**config.mk**
```make
export PLATFORM = sky130hd
export DESIGN_NAME = mul_sum_stage
export DESIGN_NICKNAME = d
export VERILOG_FILES = /design/src/rtl/mul_sum_stage.sv
export SDC_FILE = /design/constraint.sdc
export NUM_CORES = 1
export LEC_CHECK = 0
export BUFFER_PORTS_ARGS = -buffer_cell sky130_fd_sc_hd__clkbuf_2
export CORE_MARGIN = 2
export CORE_UTILIZATION = 47
export CTS_CLUSTER_SIZE = 25
export DETAILED_ROUTE_END_ITERATION = 8
export PLACE_DENSITY = 0.69
export SKIP_LAST_GASP = 1
export SLEW_MARGIN = 20
export SYNTH_ARGS = -nofsm -noshare
export SYNTH_HDL_FRONTEND = slang
export SYNTH_SLANG_ARGS = --single-unit
```
**constraint.sdc**
```tcl
create_clock -name clk -period 3.2 [get_ports clk]
set_clock_uncertainty 0.1 [all_clocks]
set_input_delay 0.32 -clock clk [delete_from_list [all_inputs] [get_ports clk]]
set_output_delay 0.32 -clock clk [all_outputs]
set_load 0.1 [all_outputs]
```
**src/rtl/mul_sum_stage.sv**
```systemverilog
// Final two-stage adder for the multiplier: folds the two 64-bit partial sums and returns the low or high product word.
// Optional macro MUL_STAT_EN adds the mul_cnt completed-operation counter port.
module mul_sum_stage (
    input  logic        clk,
    input  logic        rstn,
    input  logic        mul_in_valid,
    output logic        mul_in_ready,
    input  logic [63:0] mul_tmp1,
    input  logic [63:0] mul_tmp2,
    input  logic [1:0]  mul_op,
    input  logic [4:0]  mul_tag,
    input  logic        mul_flush,
    output logic        mul_out_valid,
    input  logic        mul_out_ready,
    output logic [31:0] mul_result,
    output logic [4:0]  mul_out_tag
`ifdef MUL_STAT_EN
    ,
    output logic [31:0] mul_cnt
`endif
);

    logic        s1_valid_q, s1_valid_d;
    logic [31:0] s1_lo_q, s1_lo_d;
    logic        s1_carry_q, s1_carry_d;
    logic [31:0] s1_hi1_q, s1_hi1_d;
    logic [31:0] s1_hi2_q, s1_hi2_d;
    logic        s1_hi_sel_q, s1_hi_sel_d;
    logic [4:0]  s1_tag_q, s1_tag_d;

    logic        s2_valid_q, s2_valid_d;
    logic [31:0] s2_lo_q, s2_lo_d;
    logic [31:0] s2_hi_q, s2_hi_d;
    logic        s2_hi_sel_q, s2_hi_sel_d;
    logic [4:0]  s2_tag_q, s2_tag_d;

    logic        s1_adv;
    logic        s2_adv;
    logic        accept;
    logic [32:0] lo_sum;

    assign s2_adv       = !s2_valid_q || mul_out_ready;
    assign s1_adv       = !s1_valid_q || s2_adv;
    assign mul_in_ready = s1_adv;
    assign accept       = mul_in_valid && mul_in_ready;
    assign lo_sum       = {1'b0, mul_tmp1[31:0]} + {1'b0, mul_tmp2[31:0]};

    // Flush only kills the valid bits; stale data behind a cleared valid is harmless.
    always_comb begin
        s1_valid_d  = s1_valid_q;
        s1_lo_d     = s1_lo_q;
        s1_carry_d  = s1_carry_q;
        s1_hi1_d    = s1_hi1_q;
        s1_hi2_d    = s1_hi2_q;
        s1_hi_sel_d = s1_hi_sel_q;
        s1_tag_d    = s1_tag_q;
        if (s1_adv) begin
            s1_valid_d = accept;
        end
        if (accept) begin
            s1_lo_d     = lo_sum[31:0];
            s1_carry_d  = lo_sum[32];
            s1_hi1_d    = mul_tmp1[63:32];
            s1_hi2_d    = mul_tmp2[63:32];
            s1_hi_sel_d = mul_op[0] ^ mul_op[1];
            s1_tag_d    = mul_tag;
        end
        if (mul_flush) begin
            s1_valid_d = 1'b0;
        end
    end

    always_comb begin
        s2_valid_d  = s2_valid_q;
        s2_lo_d     = s2_lo_q;
        s2_hi_d     = s2_hi_q;
        s2_hi_sel_d = s2_hi_sel_q;
        s2_tag_d    = s2_tag_q;
        if (s2_adv) begin
            s2_valid_d = s1_valid_q;
            if (s1_valid_q) begin
                s2_lo_d     = s1_lo_q;
                s2_hi_d     = s1_hi1_q + s1_hi2_q + {31'd0, s1_carry_q};
                s2_hi_sel_d = s1_hi_sel_q;
                s2_tag_d    = s1_tag_q;
            end
        end
        if (mul_flush) begin
            s2_valid_d = 1'b0;
        end
    end

    always_ff @(posedge clk) begin
        if (!rstn) begin
            s1_valid_q  <= 1'b0;
            s1_lo_q     <= '0;
            s1_carry_q  <= 1'b0;
            s1_hi1_q    <= '0;
            s1_hi2_q    <= '0;
            s1_hi_sel_q <= 1'b0;
            s1_tag_q    <= '0;
            s2_valid_q  <= 1'b0;
            s2_lo_q     <= '0;
            s2_hi_q     <= '0;
            s2_hi_sel_q <= 1'b0;
            s2_tag_q    <= '0;
        end else begin
            s1_valid_q  <= s1_valid_d;
            s1_lo_q     <= s1_lo_d;
            s1_carry_q  <= s1_carry_d;
            s1_hi1_q    <= s1_hi1_d;
            s1_hi2_q    <= s1_hi2_d;
            s1_hi_sel_q <= s1_hi_sel_d;
            s1_tag_q    <= s1_tag_d;
            s2_valid_q  <= s2_valid_d;
            s2_lo_q     <= s2_lo_d;
            s2_hi_q     <= s2_hi_d;
            s2_hi_sel_q <= s2_hi_sel_d;
            s2_tag_q    <= s2_tag_d;
        end
    end

    // Output word chosen purely from S2 registers.
    assign mul_out_valid = s2_valid_q;
    assign mul_result    = s2_hi_sel_q ? s2_hi_q : s2_lo_q;
    assign mul_out_tag   = s2_tag_q;

`ifdef MUL_STAT_EN
    logic [31:0] cnt_q, cnt_d;

    always_comb begin
        cnt_d = cnt_q;
        if (s2_valid_q && mul_out_ready) begin
            cnt_d = cnt_q + 32'd1;
        end
    end

    always_ff @(posedge clk) begin
        if (!rstn) begin
            cnt_q <= '0;
        end else begin
            cnt_q <= cnt_d;
        end
    end

    assign mul_cnt = cnt_q;
`endif

endmodule

```
Word-level counts from Yosys, hierarchy flattened
Cells that the tools add are included.
W data, S select, Z words.
{"block": "word_totals", "reg_bits": 175}
{"block": "op_classes", "n_addsub": 3, "n_mux": 1, "bitwise": 2, "reduce_logical": 7}
{"op": "$add A32 B32 Y33", "count": 1}
{"op": "$add A32 B1 Y32", "count": 1}
{"op": "$add A32 B32 Y32", "count": 1}
{"op": "$mux W32", "count": 1}
{"op": "$logic_not A1 Y1", "count": 2}
{"op": "$logic_or A1 B1 Y1", "count": 2}
{"op": "$reduce_and A2 Y1", "count": 1}
{"op": "$reduce_or A2 Y1", "count": 1}
{"op": "$logic_and A1 B1 Y1", "count": 1}
{"op": "$not A1 Y1", "count": 1}
{"op": "$xor A1 B1 Y1", "count": 1}

Depth between registers and ports, before layout
{"block": "logic_depth", "depth_word": 4, "depth_mapped": 11}

Least setup slack after synthesis
OpenSTA, ideal clock, no wires.
{"block": "synth_timing", "path_kind": "reg-to-reg", "from": "reg s1_carry_q", "to": "reg s2_hi_q[28]", "arrival_time_ps": 3079, "required_time_ps": 2980, "path_slack_ps": -99, "stages_incl_launch_ff": 11, "period_less_slack_ps": 3299, "path_cell_list": "dfxtp_1 -> fa_1 -> fa_1 -> a211oi_1 -> o21bai_1 -> a21oi_1 -> nor4_1 -> o41ai_2 -> o221ai_1 -> a41o_1 -> a211o_1"}
{"block": "synth_between", "elab_chain_cells": 1}
{"item": "from (decl)", "line_no": "25", "text": "logic s1_carry_q, s1_carry_d;"}
{"item": "from (signal assigned)", "line_no": "110", "text": "s1_carry_q <= s1_carry_d;"}
{"item": "$add A32 B1 Y32", "line_no": "83", "text": "s2_hi_d = s1_hi1_q + s1_hi2_q + {31'd0, s1_carry_q};"}
{"item": "to (signal assigned)", "line_no": "117", "text": "s2_hi_q <= s2_hi_d;"}
{"item": "to (decl)", "line_no": "33", "text": "logic [31:0] s2_hi_q, s2_hi_d;"}
Every way passes these cells.
A chain may end at the register's enable or synchronous reset.

Worst setup path in the final report
{"block": "layout_timing", "from": "reg s1_carry_q", "to": "reg s2_hi_q[31]"}
The elaborated chain is that of the path after synthesis.

==> flow_summary.ini <==
[clocking]
cts.reportedPaths.clkPinSlew_ps = 70
root_buffer = clkbuf_16
clk_latency_ps = 430
cts_tree = built
cts_buffer_depth = 2
cts_max_level = 4
numCtsBuffers = 17
clock_sinks = 175

[layout]
nNetsFinal = 1607
utilization_pct = 57.07
drive_above_1_share_pct = 21.41
area_growth_pct = 19.84
n_antenna_cell = 0
design_area_um2 = 11510

[run]
cap_violations = 0

[yosys]
synth_most_common_cell = nand2_1
yosysWarnings = 0
synth_async_sr_flop_share_pct = 0
synth-edff-count = 0
synth.area.top_cells = dfxtp_1 36%, nand2_1 12%, a21oi_1 11%
syn_avg_cell_area_um2 = 7.727
syn_nets = 1448
synth_cells = 1243
ys_seq_area_share_pct = 36.48
syn_area_um2 = 9604
synth_common_cells = 311 x nand2_1, 206 x a21oi_1, 175 x dfxtp_1
ys_types = 58
synth_top_flop_cell = dfxtp_1
synth_area_leader_cell = dfxtp_1
synth_top_area_share_pct = 36.48
synth-seq-cells = 175

[detailed_routing]
drc = 0
first_pass_iters = 5
vias = 9073
ant_nets = 0
drt_iter0_markers = 471
wl_per_cell_um = 14.31
viasPerCell = 5.385
drt-total-wl_um = 24110

[setup_path]
cp.arrival_ps = 3380
crit_required_ps = 3480
critPathMaxStageDelay_ps = 500
startpoint_type = flop
r2r_cells = 11
crit_fanout = 4
path_cells = fa_2, buf_4, a211oi_1, nor2_2, o31ai_4, or4_4, a21o_1, a21o_2, a2111o_1, a2111o_1, nand3_1
crit_slowest_cell = or4_4
endpoint_kind = flop
crit_top_cell = a2111o_1
path_class = reg -> reg

[pwr]
pwr-share-seq_pct = 43.2
power.density_nw_per_um2 = 474.0
netSwitchingFraction_pct = 28.32
intPower_w = 0.003911
pwr-share-clk_pct = 38.6
pwr-share-comb_pct = 18.2
power.switching_w = 0.001545
power.total_w = 0.005456
ir_worst_vdd_v = 0.0003472
leakagePower_nw = 5.081

[sta]
maxSlewViolCount = 0
setup_slack_ps = 94.53
relSlewSlack_pct = 42.42
clock.fmax_ghz = 0.3220
report.final.hold_viol_count = 0
fin_crit_ps = 3105
finalSetupViolCount = 0
post-route-period-util_pct = 97.05
worst_pin_slew_ps = 861.9

[floorplan]
die-area_um2 = 21590
core-area_um2 = 20170
rows = 52
ios = 179
fp.dieH_um = 147.0
die_w_um = 147.0
start_util_pct = 47.62

[place]
dpl_cell_area_um2 = 10820
numPortBuffers = 178
globalplace.congestion = 0.8684
dp_hpwl_um = 17750
dp_slack_ps = -153.5

[hold_path]
min_path_type = in -> reg
hold_depth = 3

[global_routing]
antenna_found_initial = 0
grt_pass1_vias = 8643
grt_max_degree = 69
overflow = 0
track_usage_pct = 21.89
grt_pass1_wl_um = 39390

[status]
status = complete, no violations
[routing by layer]
metal / track usage (%) / vias up / routed length (um)
met1: 27.77 / 4215 / 11020
met2: 38.94 / 165 / 11860
met3: 4.068 / 21 / 973
met5: 0 / - / 0
met4: 4.663 / 0 / 263
li1: - / 4672 / -
[state kept, by name, indices dropped and copies added (netlist names), 5 cells and up]
name,count
s1_hi2_q,32
mul_out_tag,5
s1_tag_q,5
s2_lo_q,32
s1_lo_q,32
s2_hi_q,32
s1_hi1_q,32
[stage by stage]
| step | hold slack, ps | setup TNS (ps) | std cells |
|---|---|---|---|
| after floorplan | 328.4 | -5.383 | 1243 |
| after CTS | 0.1051 | -7.343 | 1684 |
| after global routing | 4.396 | -2.637 | 1685 |
| final | 9.228 | 0 | 1685 |
| after global placement | 336.2 | -122.5 | 1648 |
| after detailed placement | 342.1 | -742.3 | 1648 |
[worst max-delay path, delay by kind of cell, from the launching register on]
family          cells  cell delay (ps)
fa+ha+maj           1              230
buf+inv             1              120
flops               1              380
compound gates      6             1410
simple gates        3              800
[cells in the final DEF (no fill, tap or decap), types with 17 or more instances in the layout]
cell type / instances
a21o_1: 36
a21oi_1: 205
buf_4: 34
clkbuf_16: 17
clkbuf_2: 178
dfxtp_1: 171
ha_1: 62
mux2_2: 32
nand2_1: 310
nand3_1: 33
nor2_1: 47
o21ai_0: 41
xnor2_1: 24
xor2_1: 17
[layout make-up]
class                           count  area [um2]
Multi-Input combinational cell    976        5814
Fill cell                        1960        8660
Sequential cell                   175        3511
Inverter                           16       62.56
Tap cell                          270       337.8
Clock buffer                       21       470.5
Clock inverter                     11       127.6
Timing Repair Buffer              216        1186
[logic make-up (layout without fill, tap and decap cells)]
family,after synthesis,after routing,synth area share (%)
buffers and inverters,92,264,3.648
muxes,33,33,3.856
xor gates and xnor gates,41,41,3.739
adders and majority gates,65,65,8.702
DFF,175,175,36.48
AOI/OAI and AO/OA,364,364,22.30
and+or+nand+nor,473,473,21.27
[path summary, 6_finish.rpt]
path                      from             end  slack, ps
setup reg to reg    s1_carry_q     s2_hi_q[31]         90
hold / removal    mul_tmp1[43]    s1_hi1_q[11]          9
setup / recovery    s1_carry_q     s2_hi_q[31]         90
hold reg to reg    s1_tag_q[1]  mul_out_tag[1]        340
[repair_timing]
action                                  CTS  global route
endpoints found under the hold margin     4             0
pin swaps                                 3             8
buffers inserted                          0             1
endpoints found under the setup margin    6             7
gates resized for setup                   4             9
hold buffers                              4             0
[power by group through the flow]
stage,logic [W],registers (W),clock network [W]
2_1_floorplan,0.000701,0.00239,0
3_3_place_gp,0.000971,0.00240,0
3_5_place_dp,0.000983,0.00241,0
4_1_cts,0.000995,0.00236,0.00213
5_1_grt,0.00111,0.00237,0.00223
6_report,0.000993,0.00236,0.00210
Note: power is estimated with default switching activity, not from simulation.
